`src/rtl/mult_soma_desloca_if.sv`:
```
// Bus bundle for the shift-and-add multiplier: operand request in, busy/done/product out.
// Handshake: start is a request that is taken on a rising edge only while busy is low.
// Operands are captured on that same edge. While busy is high, start is ignored.
// done pulses for exactly one cycle, and produto holds its value until the next done.
interface mult_soma_desloca_if #(
  parameter int N = 8
);
  logic           start;
  logic [N-1:0]   multiplicando;
  logic [N-1:0]   multiplicador;
  logic           busy;
  logic           done;
  logic [2*N-1:0] produto;

  modport master (
    output start, multiplicando, multiplicador,
    input  busy, done, produto
  );

  modport slave (
    input  start, multiplicando, multiplicador,
    output busy, done, produto
  );
endinterface

```
`src/rtl/mult_soma_desloca.sv`:
```
// Sequential unsigned multiplier (shift-and-add). FAST=1 adds and shifts in one cycle;
// FAST=0 spends an extra add cycle for every 1 bit in the multiplier.
module mult_soma_desloca #(
  parameter int N    = 8,
  parameter bit FAST = 1'b1
) (
  input  logic                clk,
  input  logic                rst_n,
  mult_soma_desloca_if.slave  bus,
  output logic [1:0]          state_dbg
);
  localparam int CW = $clog2(N + 1);

  typedef enum logic [1:0] {
    IDLE  = 2'd0,
    RUN   = 2'd1,
    TEST  = 2'd2,
    SHIFT = 2'd3
  } state_t;

  state_t         state, state_n;
  logic [2*N:0]   acc, acc_n;
  logic [N-1:0]   mcand, mcand_n;
  logic [CW-1:0]  cnt, cnt_n;
  logic           busy, busy_n;
  logic           done, done_n;
  logic [2*N-1:0] produto, produto_n;

  logic [N:0]     addend;
  logic [N:0]     upper_sum;
  logic [2*N:0]   shifted;
  logic           step;
  logic           last;

  always_comb begin
    // The upper part is at most N bits wide before the add, so N+1 bits hold the carry.
    addend    = acc[0] ? {1'b0, mcand} : '0;
    upper_sum = acc[2*N:N] + addend;
    shifted   = acc >> 1;
    last      = (cnt == CW'(N - 1));

    state_n   = state;
    acc_n     = acc;
    mcand_n   = mcand;
    cnt_n     = cnt;
    busy_n    = busy;
    done_n    = 1'b0;
    produto_n = produto;
    step      = 1'b0;

    case (state)
      IDLE: begin
        if (bus.start) begin
          acc_n   = {{(N + 1){1'b0}}, bus.multiplicador};
          mcand_n = bus.multiplicando;
          cnt_n   = '0;
          busy_n  = 1'b1;
          if (FAST) state_n = RUN;
          else      state_n = TEST;
        end
      end
      RUN: begin
        acc_n = {upper_sum, acc[N-1:0]} >> 1;
        step  = 1'b1;
      end
      TEST: begin
        if (acc[0]) begin
          acc_n   = {upper_sum, acc[N-1:0]};
          state_n = SHIFT;
        end else begin
          acc_n = shifted;
          step  = 1'b1;
        end
      end
      SHIFT: begin
        acc_n   = shifted;
        step    = 1'b1;
        state_n = TEST;
      end
      default: state_n = IDLE;
    endcase

    // Every shift advances the step counter; the N-th shift finishes the operation.
    if (step) begin
      cnt_n = cnt + CW'(1);
      if (last) begin
        produto_n = acc_n[2*N-1:0];
        done_n    = 1'b1;
        busy_n    = 1'b0;
        state_n   = IDLE;
      end
    end
  end

  always_ff @(posedge clk) begin
    if (!rst_n) begin
      state   <= IDLE;
      acc     <= '0;
      mcand   <= '0;
      cnt     <= '0;
      busy    <= 1'b0;
      done    <= 1'b0;
      produto <= '0;
    end else begin
      state   <= state_n;
      acc     <= acc_n;
      mcand   <= mcand_n;
      cnt     <= cnt_n;
      busy    <= busy_n;
      done    <= done_n;
      produto <= produto_n;
    end
  end

  assign bus.busy    = busy;
  assign bus.done    = done;
  assign bus.produto = produto;
  assign state_dbg   = state;
endmodule

```
`src/flat_wrapper.sv`:
```
// flat-port wrapper written by rule: the top's interface ports become plain ports
module mult_soma_desloca_flat 
#(
  parameter int N    = 8,
  parameter bit FAST = 1'b1
)
  (clk, rst_n, state_dbg, bus_start, bus_multiplicando, bus_multiplicador, bus_busy, bus_done, bus_produto);
  mult_soma_desloca_if #(.N(N)) bus_i ();
  input  logic clk;
  input  logic rst_n;
  output logic [1:0] state_dbg;
  input wire logic [$bits(bus_i.start)-1:0] bus_start;
  input wire logic [$bits(bus_i.multiplicando)-1:0] bus_multiplicando;
  input wire logic [$bits(bus_i.multiplicador)-1:0] bus_multiplicador;
  output wire logic [$bits(bus_i.busy)-1:0] bus_busy;
  output wire logic [$bits(bus_i.done)-1:0] bus_done;
  output wire logic [$bits(bus_i.produto)-1:0] bus_produto;
  assign bus_i.start = bus_start;
  assign bus_i.multiplicando = bus_multiplicando;
  assign bus_i.multiplicador = bus_multiplicador;
  assign bus_busy = bus_i.busy;
  assign bus_done = bus_i.done;
  assign bus_produto = bus_i.produto;
  mult_soma_desloca #(.N(N), .FAST(FAST)) u_core (.clk(clk), .rst_n(rst_n), .bus(bus_i), .state_dbg(state_dbg));
endmodule
```
`config.mk`:
```
export PLATFORM = sky130hd
export DESIGN_NAME = mult_soma_desloca_flat
export DESIGN_NICKNAME = d
export VERILOG_FILES = /design/src/rtl/mult_soma_desloca_if.sv /design/src/rtl/mult_soma_desloca.sv /design/src/flat_wrapper.sv
export SDC_FILE = /design/constraint.sdc
export NUM_CORES = 1
export LEC_CHECK = 0
export ABC_AREA = 1
export CAP_MARGIN = 15
export CORE_ASPECT_RATIO = 0.8
export CORE_MARGIN = 2
export CORE_UTILIZATION = 40
export CTS_CLUSTER_SIZE = 12
export DETAILED_ROUTE_END_ITERATION = 7
export PLACE_DENSITY_LB_ADDON = 0.12
export SYNTH_ARGS = -nofsm -noshare
export SYNTH_HDL_FRONTEND = slang
export SYNTH_SLANG_ARGS = --single-unit
```
`constraint.sdc`:
```
create_clock -name clk -period 2.2 [get_ports clk]
set_input_delay 0.55 -clock clk [delete_from_list [all_inputs] [get_ports clk]]
set_output_delay 0.55 -clock clk [all_outputs]
set_load 0.005 [all_outputs]
```
==> reports/results.txt, run 1 <==
Ys Warns = 0
hold path endpoint = u_core.bus.produto[5]
final setup margin = 263 ps
routed len/inst = 12.7 um
routed wire length = 6190 um
synthesized cell area = 2480 um2
row count = 25
clock buffer depth = 2
Worst R2R Start = u_core.acc[0]
Fmax = 516 MHz
syn avg cell area = 6.84 um2
critical path capture point type = register
root buf cell = clkbuf_8
grt met3 use = 4.36%
chip width = 92.0 um
Max Cap Viol = 0
Post-Syn Nets = 391
Vias/cell = 4.87
worst-margin pin slew = 481 ps
Most Crowded Layer GR = met1
top area cells in the synthesized netlist = dfxtp_1 (40%), nand2_1 (17%), inv_1 (8.5%)
die area = 6840 um2
P&R area growth vs syn = 23.8%
final core occ = 51.6%
fillers = 632
synth unique cells = 35
Startpoint Class = register
post-synthesis sequential area ratio = 39.6%
largest net degree at the start of global routing = 21
Final Hold Viols = 0
CP Class = reg -> reg
Num CTS Buffers = 5
worst path arrival time = 2140 ps
Reg2Reg Depth = 14
Non-Filler Instances = 488
worst vdd ir = 245 uV
layout cells sized above 1 = 7.62%
Total GRT Usage = 18.9%
reg-to-reg critical path endpoint = u_core.acc[15]
Layout Nets = 435
drc violations = 0
min cycle time layout = 1940 ps
clk sink count = 49
period utilisation layout = 88.0%
total iterations of the first detailed-routing run = 4
post-synth top area cell = dfxtp_1
synthesized flop and latch total = 49
Crit path top cell by count = nand2_1
worst skew pair latency = 310 ps
io pins = 39
Final ANT Viol Nets = 0
initial antenna violation count = 0
worst hold start = u_core.bus.produto[5]
Hold Path Class = reg -> reg
outcome = completed
Placed Area = 2980 um2
IO buf count = 38
Die Y = 74.4 um
CTS tree = built
Final Setup Violations = 0
GRT overflow = 0
met1 GRT Util = 28.2%
Post-CTS Hold Buffers = 0
CP max FO = 3
GPL Wtd Cong = 0.852
Max Slew Vio Count = 0
first-pass GRT wire length = 10100 um
Min-Delay Path Depth = 2
max incr delay on CP = 370 ps
RSZ-0062 raised after global routing = no
fin area = 3070 um2
Initial Utilization = 41.7%
Placed Cells = 480
CP required = 2400 ps
Worst Clk Skew = 11.5 ps
worst hold slack = 452 ps
pre-CTS setup slack = 70.1 ps
hpwl dp = 4630 um
CP Buf/Inv Count = 3
R2R Setup Slk = 260 ps
Mapped Cells = 362
critical-path cell list = nand2_1 -> inv_1 -> ha_1 -> inv_1 -> fa_2 -> inv_1 -> nand3_1 -> nand2_1 -> nand2_1 -> nand2_1 -> nand2_1 -> nand3_1 -> nand4_1 -> and2_1
post-synth top area share = 39.6%
Tot Pwr = 1.66 mW
Pwr Density = 540 nW/um2
total core area = 5940 um2
GR Layer Usage met2 = 27.5%
via count = 2377
Iter 0 DRT Violations = 105
Crit-path slowest cell = fa_2
Leakage = 1.49 nW
number of global-route vias before repair = 2176
cell family with the largest share of critical-path delay = simple AND/OR/NAND/NOR gates
ant diodes = 0
clock slew seen by the registers of the worst setup and hold paths = 90 ps
Slew Limit Headroom = 67.9%
setup TNS = 0 ps
H-tree levels = 2
-- cells in the final DEF (no fill, tap or decap), types with 3 or more instances in the layout --
cell,n
clkbuf_8,5
a22oi_1,3
nor2_1,34
o211ai_1,3
ha_1,9
o221ai_1,3
nand4_1,5
clkdlybuf4s50_1,38
o21ai_0,17
inv_1,56
nand3_1,24
inv_2,3
dfxtp_1,48
a21oi_1,12
o21ai_1,3
buf_4,5
nor2_2,3
nand2_1,109
-- registers in the layout (all words and copies together) (netlist names) --
signal / count
u_core.bus.produto: 16
u_core.bus.done: 1
u_core.state_dbg: 2
u_core.mcand: 8
u_core.bus.busy: 1
u_core.cnt: 4
u_core.acc: 17
-- kinds of logic after synthesis --
family,share of synthesized area (%)
xor gates and xnor gates,0.354
adders and majority gates,5.35
and+or+nand+nor,32.8
buffers and inverters,10.7
AOI/OAI and AO/OA,11.2
DFF,39.6
-- repair_timing --
| item | CTS | global route |
|---|---|---|
| setup endpoints to repair | 0 | 6 |
| setup buffers | 0 | 0 |
| resized for setup | 0 | 3 |
-- synth_stat cells --
| library cell | n |
|---|---|
| nor3_1 | 2 |
| fa_1 | 1 |
| inv_1 | 56 |
| nand2_4 | 1 |
| nor2_1 | 34 |
| a22o_1 | 1 |
| and2_1 | 2 |
| clkinv_2 | 1 |
| ha_1 | 9 |
| or2_2 | 2 |
| a211oi_1 | 1 |
| o22ai_1 | 2 |
| nand3b_1 | 1 |
| o221ai_1 | 3 |
| buf_4 | 1 |
| nor2_4 | 2 |
| nand2_1 | 109 |
| inv_2 | 3 |
| a221oi_1 | 1 |
| a21oi_1 | 12 |
| o21ai_1 | 2 |
| dfxtp_1 | 49 |
| xnor2_1 | 1 |
| nand3_1 | 24 |
| buf_6 | 1 |
| buf_2 | 1 |
| nand4_1 | 5 |
| clkbuf_1 | 4 |
| a31o_2 | 1 |
| nor3_4 | 1 |
| o211ai_1 | 3 |
| nor2_2 | 3 |
| a22oi_1 | 3 |
| nand2_2 | 2 |
| o21ai_0 | 18 |
-- worst max-delay path by stage --
stage	start	endpoint	slack (ps)	cells past startpoint
after floorplan	u_core.acc[0]	u_core.bus.produto[13]	60	16
after global placement	bus_start	u_core.bus.produto[4]	70	8
after detailed placement	bus_start	u_core.mcand[0]	70	6
after CTS	u_core.acc[0]	u_core.bus.produto[13]	140	15
after global routing	u_core.mcand[0]	u_core.bus.produto[13]	10	15
final	u_core.acc[0]	u_core.acc[15]	260	14
-- power by group --
group | switching, mW | internal, mW | leakage (nW)
logic | 0.111 | 0.0826 | 1.04
registers | 0.0178 | 0.914 | 0.399
clock network | 0.304 | 0.227 | 0.0456
total | 0.432 | 1.22 | 1.49
-- layer usage --
layer,vias to the layer above,part of all wire [%]
met5,-,0
met4,0,0.74
met3,4,5.8
met2,71,41
met1,1076,53
li1,1226,-
-- layout make-up --
| class | instances | area [um2] | share of cell area [%] |
|---|---|---|---|
| clock inverter | 2 | 13.8 | 0.449 |
| multi-input combinational | 246 | 1230 | 40.2 |
| timing repair buffer | 44 | 438 | 14.3 |
| sequential | 49 | 982 | 32.0 |
| inverter | 60 | 226 | 7.38 |
| clock buffer | 6 | 72.6 | 2.37 |
| tap | 81 | 101 | 3.30 |
-- worst register-to-register path, cell delays in order (launching register included) --
cell and delay, ps:
dfxtp_2 350, nand2_1 50, inv_1 50, ha_1 170
inv_1 70, fa_2 370, inv_1 80, nand3_1 60
nand2_1 110, nand2_1 90, nand2_1 60, nand2_1 60
nand3_1 70, nand4_1 100, and2_1 150
Note: power is estimated with default switching activity, not from simulation.
==> run 2, diff against run 1 <==
- MAX_ROUTING_LAYER: not set -> met4
- TNS_END_PERCENT: not set -> 20
==> run 2 against run 1 <==
  * Clock skew barely moved
  * Utilization did not move
  * Flip-flop and latch count did not move
  * Global-route usage rose by 0.62 points
  * Die area did not move
  * Worst setup slack improved by 1.3 ps
  * Count of clock-buffer cells in the layout did not move
  * Via count rose by 0.17%
  * Non-clock buffer count did not move
  * First-iteration DRC count rose by 8.6%
==> reports/results.txt, run 2 (synthesized netlist as in run 1, its figures left out) <==
Placed Area = 2980 um2
worst hold slack = 452 ps
Tot Pwr = 1.66 mW
max reg flops = 17
routed len/inst = 12.6 um
CP Class = reg -> reg
Num CTS Buffers = 5
chip width = 92.0 um
Iter 0 DRT Violations = 114
most common cell after layout, fill and taps aside = nand2_1
row count = 25
Worst Clk Skew = 11.5 ps
critical path capture point type = register
io pins = 39
worst path arrival time = 2140 ps
Final Setup Violations = 0
max incr delay on CP = 370 ps
GPL Wtd Cong = 0.866
Initial Utilization = 41.7%
ant diodes = 0
initial antenna violation count = 0
Non-Filler Instances = 488
Max Slew Vio Count = 0
R2R Setup Slk = 260 ps
Hold Path Class = reg -> reg
number of global-route vias before repair = 2177
routed wire length = 6160 um
Fmax = 517 MHz
worst skew pair latency = 310 ps
Regs by FF count = u_core.acc: 17 flops, u_core.bus.produto: 16 flops, u_core.mcand: 8 flops
Post-CTS Hold Buffers = 0
layout cells sized above 1 = 7.62%
Crit path top cell by count = nand2_1
P&R area growth vs syn = 23.8%
Pwr Density = 540 nW/um2
CTS tree = built
Leakage = 1.49 nW
first-pass GRT wire length = 10100 um
outcome = completed
worst-margin pin slew = 471 ps
IO buf count = 38
Final ANT Viol Nets = 0
CP required = 2400 ps
fin area = 3070 um2
total iterations of the first detailed-routing run = 4
final core occ = 51.6%
GRT overflow = 0
Placed Cells = 480
pre-CTS setup slack = 70.1 ps
hpwl dp = 4630 um
clock buffer depth = 2
Die Y = 74.4 um
critical-path cell list = nand2_1 -> inv_1 -> ha_1 -> inv_1 -> fa_2 -> inv_1 -> nand3_1 -> nand2_1 -> nand2_1 -> nand2_1 -> nand2_1 -> nand3_1 -> nand4_1 -> and2_1
Crit-path slowest cell = fa_2
min cycle time layout = 1940 ps
Layout Nets = 435
largest register by flop count = u_core.acc
root buf cell = clkbuf_8
RSZ-0062 raised after global routing = no
Max Cap Viol = 0
via count = 2381
Startpoint Class = register
total core area = 5940 um2
most frequent cells in the layout = nand2_1 (109), inv_1 (56), dfxtp_1 (48)
worst vdd ir = 245 uV
clk sink count = 49
period utilisation layout = 88.0%
setup TNS = 0 ps
Vias/cell = 4.88
CP max FO = 3
drc violations = 0
Total GRT Usage = 19.5%
die area = 6840 um2
final setup margin = 265 ps
H-tree levels = 2
Slew Limit Headroom = 68.6%
Final Hold Viols = 0
clock slew seen by the registers of the worst setup and hold paths = 90 ps
largest net degree at the start of global routing = 21
==> run 2: cell counts in the layout (fill, tap and decap cells not counted) <==
No cell type changed its count.
==> run 2: path summary, 6_finish.rpt <==
check,cells past startpoint,start,endpoint
worst max-delay path,14,u_core.acc[0],u_core.acc[15]
worst min-delay path,2,u_core.bus.produto[5],u_core.bus.produto[5]
worst max register to register,14,u_core.acc[0],u_core.acc[15]
worst min register to register,2,u_core.bus.produto[5],u_core.bus.produto[5]
==> run 2: power breakdown <==
group          internal [mW]  switching (mW)
Sequential             0.914          0.0178
Combinational         0.0826           0.111
Clock                  0.227           0.306
==> run 2: timing repair <==
item / 4_1_cts / 5_1_grt
setup endpoints to repair: 0 / 6
setup buffers: 0 / 0
gates resized for setup: 0 / 3
==> run 2: final cells by class <==
| type | instances | area [um2] |
|---|---|---|
| fill | 632 | 2880 |
| timing repair buffer | 44 | 438 |
| multi-input combinational | 246 | 1230 |
| sequential | 49 | 982 |
| inverter | 60 | 226 |
| clock buffer | 6 | 72.6 |
| tap | 81 | 101 |
| clock inverter | 2 | 13.8 |
==> run 2: worst max-delay path, delay by kind of cell, from the launching register on <==
kind,cells,cell delay (ps)
flops,1,350
fa+ha+maj,2,540
buf+inv,3,200
simple gates,9,750
==> run 2: layer usage <==
metal / part of all wire, % / global-route usage (%) / vias up
li1: - / - / 1226
met1: 54 / 28.6 / 1079
met2: 40 / 27.5 / 69
met3: 4.9 / 3.75 / 7
met4: 1.1 / 4.98 / 0
met5: 0 / - / -
